<file path="src/rtl/banked_register_file_pkg.sv">
// Shared types and helpers for the banked register file: clear FSM encoding,
// address-width derivation and the hardwired-zero index.
package banked_rf_pkg;

   typedef enum logic [0:0] {
      IDLE  = 1'b0,
      CLEAR = 1'b1
   } clr_state_t;

   localparam int ZERO_IDX = 0;

   // A single-entry file still needs one address bit to keep port widths legal.
   function automatic int calc_aw(input int n);
      return (n < 2) ? 1 : $clog2(n);
   endfunction

endpackage

</file>
<file path="src/rtl/banked_register_file_bank.sv">
// One register bank: NUM_REGS x WIDTH storage, one write port, two
// combinational read ports. The owner decides which bank sees the write.
module rf_bank
   import banked_rf_pkg::*;
#(
   parameter int WIDTH    = 8,
   parameter int NUM_REGS = 8,
   localparam int AW      = calc_aw(NUM_REGS)
) (
   input  logic             clk,
   input  logic             rst,
   input  logic             we,
   input  logic [AW-1:0]    waddr,
   input  logic [WIDTH-1:0] wdata,
   input  logic [AW-1:0]    raddr_a,
   input  logic [AW-1:0]    raddr_b,
   output logic [WIDTH-1:0] rdata_a,
   output logic [WIDTH-1:0] rdata_b
);

   logic [NUM_REGS-1:0][WIDTH-1:0] regs;

   always_ff @(posedge clk) begin
      if (rst) begin
         regs <= '0;
      end else if (we) begin
         regs[waddr] <= wdata;
      end
   end

   assign rdata_a = regs[raddr_a];
   assign rdata_b = regs[raddr_b];

endmodule

</file>
<file path="src/rtl/banked_register_file.sv">
// Two-bank register file with 1-cycle registered reads, write-to-read bypass,
// optional hardwired zero register and a serial clear of the active bank.
module banked_register_file
   import banked_rf_pkg::*;
#(
   parameter int WIDTH    = 8,
   parameter int NUM_REGS = 8,
   parameter int ZERO_REG = 1,
   localparam int AW      = calc_aw(NUM_REGS)
) (
   input  logic             clk,
   input  logic             rst,
   input  logic             wr_en,
   input  logic [AW-1:0]    wr_addr,
   input  logic [WIDTH-1:0] wr_data,
   input  logic [AW-1:0]    rd_addr_a,
   input  logic [AW-1:0]    rd_addr_b,
   output logic [WIDTH-1:0] rd_data_a,
   output logic [WIDTH-1:0] rd_data_b,
   input  logic             bank_swap,
   output logic             bank_active,
   input  logic             clear_req,
   output logic             clear_busy
);

   localparam int NUM_PORTS = 2;

   clr_state_t  state;
   logic [AW-1:0] idx;
   logic          active;

   logic is_idle;
   logic zero_wr;
   logic wr_acc;
   logic clr_wr;

   logic [1:0]                      bank_we;
   logic [AW-1:0]                   bank_waddr;
   logic [WIDTH-1:0]                bank_wdata;
   logic [1:0][WIDTH-1:0]           bank_rd_a;
   logic [1:0][WIDTH-1:0]           bank_rd_b;

   logic [NUM_PORTS-1:0][AW-1:0]    rd_addr;
   logic [NUM_PORTS-1:0][WIDTH-1:0] rd_raw;
   logic [NUM_PORTS-1:0][WIDTH-1:0] rd_next;
   logic [NUM_PORTS-1:0][WIDTH-1:0] rd_q;

   assign is_idle = (state == IDLE);
   assign clr_wr  = (state == CLEAR);
   assign zero_wr = (ZERO_REG != 0) && (wr_addr == AW'(ZERO_IDX));
   assign wr_acc  = wr_en && is_idle && !zero_wr;

   // The sequencer and the write port share the bank write port; they never
   // collide because writes are only accepted in IDLE.
   always_comb begin
      bank_we         = '0;
      bank_we[active] = wr_acc || clr_wr;
      bank_waddr      = clr_wr ? idx : wr_addr;
      bank_wdata      = clr_wr ? '0 : wr_data;
   end

   for (genvar g = 0; g < 2; g++) begin : g_bank
      rf_bank #(
         .WIDTH    (WIDTH),
         .NUM_REGS (NUM_REGS)
      ) u_bank (
         .clk     (clk),
         .rst     (rst),
         .we      (bank_we[g]),
         .waddr   (bank_waddr),
         .wdata   (bank_wdata),
         .raddr_a (rd_addr_a),
         .raddr_b (rd_addr_b),
         .rdata_a (bank_rd_a[g]),
         .rdata_b (bank_rd_b[g])
      );
   end

   assign rd_addr[0] = rd_addr_a;
   assign rd_addr[1] = rd_addr_b;
   assign rd_raw[0]  = bank_rd_a[active];
   assign rd_raw[1]  = bank_rd_b[active];

   // Bypass only forwards accepted port writes; clear writes are not forwarded.
   always_comb begin
      rd_next = '0;
      for (int p = 0; p < NUM_PORTS; p++) begin
         rd_next[p] = rd_raw[p];
         if (wr_acc && (wr_addr == rd_addr[p]))
            rd_next[p] = wr_data;
         if ((ZERO_REG != 0) && (rd_addr[p] == AW'(ZERO_IDX)))
            rd_next[p] = '0;
      end
   end

   always_ff @(posedge clk) begin
      if (rst) begin
         state  <= IDLE;
         idx    <= '0;
         active <= 1'b0;
         rd_q   <= '0;
      end else begin
         rd_q <= rd_next;
         case (state)
            IDLE: begin
               if (bank_swap)
                  active <= ~active;
               if (clear_req) begin
                  state <= CLEAR;
                  idx   <= '0;
               end
            end
            CLEAR: begin
               idx <= idx + 1'b1;
               if (idx == AW'(NUM_REGS - 1))
                  state <= IDLE;
            end
            default: state <= IDLE;
         endcase
      end
   end

   assign rd_data_a   = rd_q[0];
   assign rd_data_b   = rd_q[1];
   assign bank_active = active;
   assign clear_busy  = clr_wr;

endmodule

</file>
<file path="config.mk">
export PLATFORM = sky130hd
export DESIGN_NAME = banked_register_file
export DESIGN_NICKNAME = d
export VERILOG_FILES = /design/src/rtl/banked_register_file_pkg.sv /design/src/rtl/banked_register_file_bank.sv /design/src/rtl/banked_register_file.sv
export SDC_FILE = /design/constraint.sdc
export NUM_CORES = 1
export LEC_CHECK = 0
export ABC_AREA = 1
export ABC_CLOCK_PERIOD_IN_PS = 4700
export CORE_MARGIN = 10
export CORE_UTILIZATION = 50
export DETAILED_ROUTE_END_ITERATION = 8
export HOLD_SLACK_MARGIN = 0.12
export PLACE_DENSITY_LB_ADDON = 0.2
export RECOVER_POWER = 25
export SLEW_MARGIN = 30
export SYNTH_ARGS = -nofsm -noshare
export SYNTH_HDL_FRONTEND = slang
export SYNTH_SLANG_ARGS = --single-unit
</file>
<file path="constraint.sdc">
create_clock -name clk -period 4.7 [get_ports clk]
set_input_delay 1.175 -clock clk [delete_from_list [all_inputs] [get_ports clk]]
set_output_delay 1.175 -clock clk [all_outputs]
set_load 0.02 [all_outputs]
</file>
* Word level (Yosys, flattened, before mapping) *
Cells that the tools add are included.

storage, ports and cells
  register bits after elaboration = 149
  bits of input ports = 22
  output and inout port bits = 18
  logic and storage cells = 76

operators by class
  add/subtract/negate cells = 1
  magnitude comparators = 6
  eq/ne operators = 4
  mux-type cells = 27
  bitwise operators = 3
  reductions and logical operators = 14

operators with widths
  operator             number
  $bwmux 64            2
  $bmux 8 s3           4
  $mux 8               12
  $demux 8 s3          1
  $lt 3x4->1 const B   3
  $logic_not 3->1      3
  $eq 3x3->1           2
  $logic_and 1x1->1    6
  $mux 3               2
  $pmux 3 s2           1
  $reduce_or 2->1      2
  $add 3x1->3 const B  1
  $eq 3x3->1 const B   1
  $ge 3x1->1 const B   1
  $mux 1               3
  $and 2x2->2          1
  $lt 1x2->1 const B   1
  $ne 2x2->1 const B   1
  $not 1->1            2
  $pmux 1 s2           1
  $reduce_and 2->1     1
  $demux 1 s1          1
  $ge 1x1->1 const B   1
  $logic_not 1->1      1
  $logic_or 1x1->1     1

* Depth between registers and ports, before layout *
Gate-level depths: netlist (run 1).

  word-level depth = 6
  depth in mapped cells = 11
  gate-level depth less buffers = 9

* By module *
Synthesis (run 1) repeated with hierarchy kept, for this count alone.

second synthesis, totals
  cells, all modules = 1,512
  area, all modules = 9,023.7 µm²

by module, submodules not included
  module                instances  cells each  area an instance (µm²)  seq. area each (µm²)
  rf_bank               2          654         3,826.2                 1,281.2
  banked_register_file  1          204         1,371.3                 420.4

* Least setup slack after synthesis (run 1) *
OpenSTA, ideal clock, no wires.

  path kind = input-to-reg
  start = input port rd_addr_a[1]
  end = register rd_q, in the netlist rd_data_a[5]
  setup time = 0.110 ns
  arrival = 2.174 ns
  required time = 4.590 ns
  setup slack = 2.416 ns
  stages on the path = 8
  buffers on the path = 2
  cells stage by stage = clkbuf_1 -> xnor2_1 -> nand4_2 -> buf_2 -> nor2_1 -> nor2_1 -> nand2_1 -> inv_1

between the ends
  word-level cells in the longest chain between the ends = 5
  elaborated cells between the ends (all ways) = 11
  classes of those cells = eq/ne (1); mux (7); reduce/logical (3)

RTL lines
  what                                        line                             source
  start: declaration                          banked_register_file.sv:16       input logic [AW-1:0] rd_addr_a,
  $bmux 8 s3                                  banked_register_file_bank.sv:31  assign rdata_a = regs[raddr_a];
  $mux 8 (implied by the code)                banked_register_file_bank.sv:31
  $mux 8 (implied by the code) (2 in series)  banked_register_file.sv:81       assign rd_raw[0] = bank_rd_a[active];
  $mux 8                                      banked_register_file.sv:89       if (wr_acc && (wr_addr == rd_addr[p]))
  end signal: assignment                      banked_register_file.sv:103      rd_q <= rd_next;
  end: declaration                            banked_register_file.sv:46       logic [NUM_PORTS-1:0][WIDTH-1:0] rd_q;

Parallel ways exist; a longest one is shown, timed or not. The select of a mux whose other input is x is not followed.
A chain may end at the register's enable or synchronous reset.

==> qor.csv, run 1 <==
metric,value,unit
cp_max_fo,69,
p_comb_frac,0.174,
layout_common_cells,"nand2_1, nor2_1, nand3_1",
end_kind,flop,
fin_tns_setup,0,ps
cts_tree,done,
nets,1500,
finalCriticalPeriod,3636,ps
placed_area,9170,um^2
grt_pass1_vias,8024,
routedWlPerCell,16.78,um
cp.arrival,4000,ps
viasPerCell,5.272,
initial_core_util,0.5110,
insertion_delay,440,ps
violations,"max-capacitance violations, max-slew violations",
hold_start,g_bank[0].u_bank.regs[47]$_SDFFE_PP0P_,
syn_nets,1515,
via_count,9037,
clk_pin_slew,70,ps
setup_viol,0,
hpwl,19150,um
wl,28760,um
r2r_start,bank_active$_SDFFE_PP0P_,
drc,0,
core.rowCount,48,
cts.path.max_buffers,2,
finalInstanceArea,9807,um^2
clock_sinks,149,
ctsResizeCount,0,
num_io_pins,40,
io_buffers,39,
grt_pass1_wl,45130,um
leakage,4.592,nW
worstHoldPathType,reg -> reg,
synthCells,1491,
hold_viol_final,0,
critPathRequiredTime,5060,ps
final_util,0.5650,
root_buffer,clkbuf_16,
finalCritPeriodShare,0.7735,
ir_drop,269.8,uV
cts_made_buffers,17,
antenna_found_initial,0,
syn-cell-area,8870,um^2
r2r_slack,2370,ps
drtPass1Iterations,6,
drtAntennaViolNets,0,
clock-skew-final,7.713,ps
status,"complete, but fails checks",
postCtsSetupBuffers,0,
fmaxAchievable,275.1,MHz
yosys.cell_types.count,34,
diodes,0,
grt_max_degree,70,
synth_area_per_cell,5.949,um^2
min_to,g_bank[0].u_bank.regs[47]$_SDFFE_PP0P_,
h-tree-depth,4,
gr-total-overflow,0,
relSlewSlack,-0.05104,
slew_viol_final,70,
drive_gt1_frac,0.06716,
globalplace.congestion,0.9473,
pwr-share-seq,0.390,
setup.worst_path.start_class,primary input,
drt_iter0_markers,1245,
reg2reg_to,g_bank[0].u_bank.regs[0]$_SDFFE_PP0P_,
nFillCells,1773,
reg2reg_depth,6,
p_int,2.412,mW
clkPwrFrac,0.437,
tightest_slew,1577,ps
place_ws,1313,ps
switchingPower,1.040,mW
yosysSeqAreaShare,0.3363,
syn_to_final_growth,10.57,%
worst_slack,1064,ps
critical_path_class,in -> reg,
track_usage,0.2397,
ys.warnings.count,0,
postCtsHoldBufs,0,
die_w,153.2,um
grt_setup_unrepaired,no,
hold_depth,2,
pwr_density_cell,351.9,nW/um^2
synth-seq-cells,149,
die_area,23470,um^2
netSwitchingFraction,0.3012,
die_h,153.2,um
mostFrequentLayoutCell,nand2_1,
core,17360,um^2
cap_violations,1,
==> how the worst max path moves through the flow <==
| stage | startpoint | end | slack (ps) | cells past startpoint |
|---|---|---|---|---|
| global route | rst | g_bank[1].u_bank.regs[12]$_SDFFE_PP0P_ | 920 | 6 |
| floorplan | rd_addr_a[1] | rd_data_a[5]$_SDFF_PP0_ | 2420 | 8 |
| finish | rst | g_bank[1].u_bank.regs[38]$_SDFFE_PP0P_ | 1060 | 6 |
| global placement | rd_addr_b[2] | rd_data_b[2]$_SDFF_PP0_ | 1290 | 7 |
| detailed placement | rd_addr_b[2] | rd_data_b[1]$_SDFF_PP0_ | 1310 | 7 |
| CTS | bank_active$_SDFFE_PP0P_ | bank_active | 1450 | 1 |
==> cell families after synthesis <==
kind of cell,synth area share
compound gates,0.02173
xor+xnor,0.005926
fa+ha+maj,0.002821
buf+inv,0.1251
flops,0.3363
simple gates,0.5081
==> critical path, cell delays in order <==
cell	delay, ps
dlygate4sd3_1	670
clkinvlp_2	110
clkbuf_2	1140
buf_4	640
nand2_1	100
nor2_1	130
==> power by group through the flow <==
stage | sequential, mW | clock [mW] | combinational, mW
global route | 1.35 | 1.57 | 0.655
detailed placement | 1.37 | 0 | 0.587
floorplan | 1.38 | 0 | 0.400
global placement | 1.37 | 0 | 0.583
finish | 1.34 | 1.51 | 0.599
CTS | 1.35 | 1.51 | 0.590
==> stage by stage <==
stage / hold slack (ps) / std cells / power [mW]
6_report: 480.4 / 1714 / 3.451
3_3_place_gp: 462.2 / 1682 / 1.955
3_5_place_dp: 470.6 / 1682 / 1.961
4_1_cts: 484.9 / 1714 / 3.449
2_1_floorplan: 452.0 / 1491 / 1.778
5_1_grt: 496.8 / 1714 / 3.578
==> registers in the layout (all words and copies together), names as in the netlist <==
name,count
bank_active,1
clear_busy,1
g_bank.u_bank.regs,128
idx,3
rd_data_a,8
rd_data_b,8
==> cell usage after synthesis <==
cell type	number	area share
clkinv_1	1	0.00042
o31ai_1	1	0.00085
clkbuf_1	28	0.012
nand2_8	2	0.0045
buf_2	17	0.0096
nor3_1	1	0.00056
inv_1	156	0.066
nand2_2	10	0.0071
nand3_1	240	0.14
nand2_4	1	0.0013
buf_1	26	0.011
a211oi_1	1	0.00085
o21ai_0	1	0.00056
nor2_4	16	0.020
a21oi_1	20	0.011
dfxtp_1	149	0.34
o21ai_2	1	0.00099
buf_6	16	0.020
o21ai_4	2	0.0037
nor2_8	1	0.0023
nand3_2	4	0.0045
nor2_2	1	0.00071
xor2_1	3	0.0030
xnor2_1	3	0.0030
inv_8	1	0.0013
ha_1	2	0.0028
nand3b_1	8	0.0068
nand2_1	521	0.22
nor2_1	243	0.10
a21oi_4	1	0.0018
nand4_2	1	0.0014
inv_2	11	0.0047
a21oi_2	1	0.00099
a31oi_1	1	0.00071
==> area by class of cell <==
class,count,area [um^2],share of cell area
multi-input combinational,1086,4777,0.4871
sequential,149,2983,0.3042
inverter,169,643.1,0.06558
timing repair buffer,53,483.0,0.04925
clock buffer,19,442.9,0.04516
tap,225,281.5,0.02871
clock inverter,13,196.4,0.02003
==> per-layer routing <==
metal / global-route usage / up-vias / wire length [um]
met3: 0.04209 / 67 / 2524
met4: 0.1054 / 0 / 1138
met2: 0.3418 / 445 / 11840
met5: 0 / - / 0
met1: 0.3434 / 4021 / 13260
li1: - / 4504 / -
(Power assumes the default switching activity.)
==> run 2, diff against run 1 <==
--- a/config.mk
+++ b/config.mk
@@ -6,7 +6,7 @@
 export NUM_CORES = 1
 export LEC_CHECK = 0
 export ABC_AREA = 1
-export ABC_CLOCK_PERIOD_IN_PS = 4700
+export ABC_CLOCK_PERIOD_IN_PS = 3550
 export CORE_MARGIN = 10
 export CORE_UTILIZATION = 50
 export DETAILED_ROUTE_END_ITERATION = 8
==> constraint.sdc (replaced) <==
create_clock -name clk -period 3.55 [get_ports clk]
set_input_delay 0.8875 -clock clk [delete_from_list [all_inputs] [get_ports clk]]
set_output_delay 0.8875 -clock clk [all_outputs]
set_load 0.02 [all_outputs]
==> run 2 against run 1 <==
- the flow now finishes without violations
- sequential cell count stayed put
- combinational power up 32%
- clock-buffer cell count is 3 higher
- final cell count grew 0.18%
- hold slack gained 1.9 ps
- sequential power rose by 32%
- global-route usage down 0.082 points
- critical path depth up 4
- register-to-register slack worse by 1500 ps
- non-clock buffer count grew 3
- critical endpoint is now g_bank[0].u_bank.regs[10]$_SDFFE_PP0P_
==> qor.csv, run 2 (synthesis gave the netlist of run 1 again) <==
metric,value,unit,change
largest_reg_flops,128,,unchanged
critPathLaunch,wr_addr[0],,
crit_buf_inv,2,,-2
fmaxAchievable,337.0,MHz,
slowest_stage,dlygate4sd3_1,,
regMostFlops,g_bank.u_bank.regs,,
pwr_density_cell,446.5,nW/um^2,+27%
num_io_pins,40,,unchanged
die_w,153.2,um,unchanged
grt_pass1_vias,8090,,+0.82%
dp.cells,1685,,+0.18%
ctsResizeCount,0,,unchanged
relSlewSlack,0.3215,,+0.3726
max_stage_delay,690,ps,-450 ps
clock-skew-final,8.846,ps,+1.133 ps
drc,0,,unchanged
routedWlPerCell,16.47,um,-1.9%
cts_made_buffers,17,,unchanged
postCtsSetupBuffers,0,,unchanged
path_depth,10,,+4
cp_max_fo,16,,-77%
tightest_slew,1014,ps,-562.6 ps
final_util,0.5620,,-0.003028
finalCriticalPeriod,2968,ps,
setup_viol,0,,unchanged
timing.hold.ws,482.3,ps,+1.906 ps
wl,28280,um,-1.7%
leakage,4.594,nW,about the same
die_h,153.2,um,unchanged
cts.path.max_buffers,2,,unchanged
ir_drop,323.5,uV,+20%
viasPerCell,5.299,,+0.51%
r2r_start,clear_busy$_SDFF_PP0_,,
h-tree-depth,4,,unchanged
finalCritPeriodShare,0.8360,,
grt_setup_unrepaired,no,,
reg2reg_depth,8,,+2
grt_pass1_wl,45150,um,about the same
path_cells,dlygate4sd3_1 -> inv_2 -> nand2_1 -> nand3_2 -> nand2_1 -> nand2_1 -> nor2_4 -> nand2_1 -> nand2_1 -> nor2_1,,
p_comb_frac,0.182,,+0.008
cp_top_family,simple AND/OR/NAND/NOR gates,,
diodes,0,,unchanged
critical_path_class,in -> reg,,
clock_sinks,149,,unchanged
grt_max_degree,99,,+41%
hpwl,18490,um,-3.4%
pwr-share-seq,0.407,,+0.017
reg2reg_to,g_bank[0].u_bank.regs[6]$_SDFFE_PP0P_,,
initial_core_util,0.5110,,unchanged
insertion_delay,440,ps,about the same
nets,1503,,+0.20%
switchingPower,1.344,mW,+29%
drtAntennaViolNets,0,,unchanged
mostFrequentLayoutCell,nand2_1,,
io_buffers,39,,unchanged
critPathMostFrequentCell,nand2_1,,
clkPwrFrac,0.411,,-0.026
cp.arrival,3310,ps,-690 ps
drtPass1Iterations,8,,+2
core,17360,um^2,unchanged
r2r_slack,910,ps,-1460 ps
slew_viol_final,0,,-100%
globalplace.congestion,0.9514,,+0.43%
netSwitchingFraction,0.3085,,+0.007339
root_buffer,clkbuf_16,,
drt_iter0_markers,1391,,+12%
core.rowCount,48,,unchanged
clk_pin_slew,60,ps,about the same
antenna_found_initial,0,,unchanged
critPathRequiredTime,3890,ps,-1170 ps
syn_to_final_growth,9.973,%,
track_usage,0.2389,,-0.0008196
worstHoldPathType,reg -> reg,,
cts_tree,done,,
postCtsHoldBufs,0,,unchanged
nFillCells,1797,,+1.4%
end_kind,flop,,
hold_viol_final,0,,unchanged
via_count,9099,,+0.69%
drive_gt1_frac,0.06434,,-0.002816
layout_common_cells,"nand2_1, nor2_1, nand3_1",,
cap_violations,0,,-1
status,"complete, no violations",,
final_cell_count_no_fill,1717,,+0.18%
die_area,23470,um^2,unchanged
setup.worst_path.start_class,primary input,,
p_int,3.011,mW,+25%
fin_tns_setup,0,ps,unchanged
gr-total-overflow,0,,unchanged
critPathCapture,g_bank[0].u_bank.regs[10]$_SDFFE_PP0P_,,
==> run 2: metal layers <==
metal / vias to the layer above / global-route usage / wire (um)
met5: - / 0 / 0
met4: 0 / 0.08311 / 782
met3: 79 / 0.04686 / 2788
met2: 459 / 0.3633 / 12200
met1: 4045 / 0.3287 / 12510
li1: 4516 / - / -
==> run 2: tightest hold or removal path: stages, from the launching register on <==
cell	delay, ps
dfxtp_1	320
nor2_1	50
nor2_1	80
==> run 2: power groups by stage <==
stage                     clock network, mW  registers, mW  logic (mW)
after floorplan                           0           1.83       0.529
after global placement                    0           1.81       0.784
after detailed placement                  0           1.81       0.787
after CTS                              1.80           1.78       0.792
after global routing                   1.87           1.78       0.872
final                                  1.79           1.77       0.793
==> run 2: stage by stage <==
step | worst slack, ps | instance area [um^2] | total power, mW
5_1_grt | 381.2 | 9754 | 4.524
3_5_place_dp | 497.2 | 9230 | 2.600
4_1_cts | 699.9 | 9801 | 4.362
3_3_place_gp | 505.2 | 9230 | 2.595
6_report | 582.3 | 9754 | 4.355
2_1_floorplan | 1554 | 8870 | 2.354
==> run 2: how the worst min path moves through the flow <==
stage / startpoint / to / cells past startpoint
3_5_place_dp: g_bank[0].u_bank.regs[24]$_SDFFE_PP0P_ / g_bank[0].u_bank.regs[24]$_SDFFE_PP0P_ / 2
2_1_floorplan: g_bank[0].u_bank.regs[0]$_SDFFE_PP0P_ / g_bank[0].u_bank.regs[0]$_SDFFE_PP0P_ / 2
5_1_grt: g_bank[0].u_bank.regs[13]$_SDFFE_PP0P_ / g_bank[0].u_bank.regs[13]$_SDFFE_PP0P_ / 2
3_3_place_gp: g_bank[0].u_bank.regs[28]$_SDFFE_PP0P_ / g_bank[0].u_bank.regs[28]$_SDFFE_PP0P_ / 2
4_1_cts: g_bank[0].u_bank.regs[0]$_SDFFE_PP0P_ / g_bank[0].u_bank.regs[0]$_SDFFE_PP0P_ / 2
6_report: g_bank[0].u_bank.regs[57]$_SDFFE_PP0P_ / g_bank[0].u_bank.regs[57]$_SDFFE_PP0P_ / 2
==> run 2: cell type report <==
class / count / area, um^2 / area share
inverters: 169 / 643.1 / 0.06593
repair buffers: 56 / 545.5 / 0.05593
multi-input cells: 1086 / 4731 / 0.4850
flip-flops and latches: 149 / 2983 / 0.3058
clock buffers: 22 / 474.2 / 0.04861
clock inverters: 10 / 96.34 / 0.009877
well taps: 225 / 281.5 / 0.02886
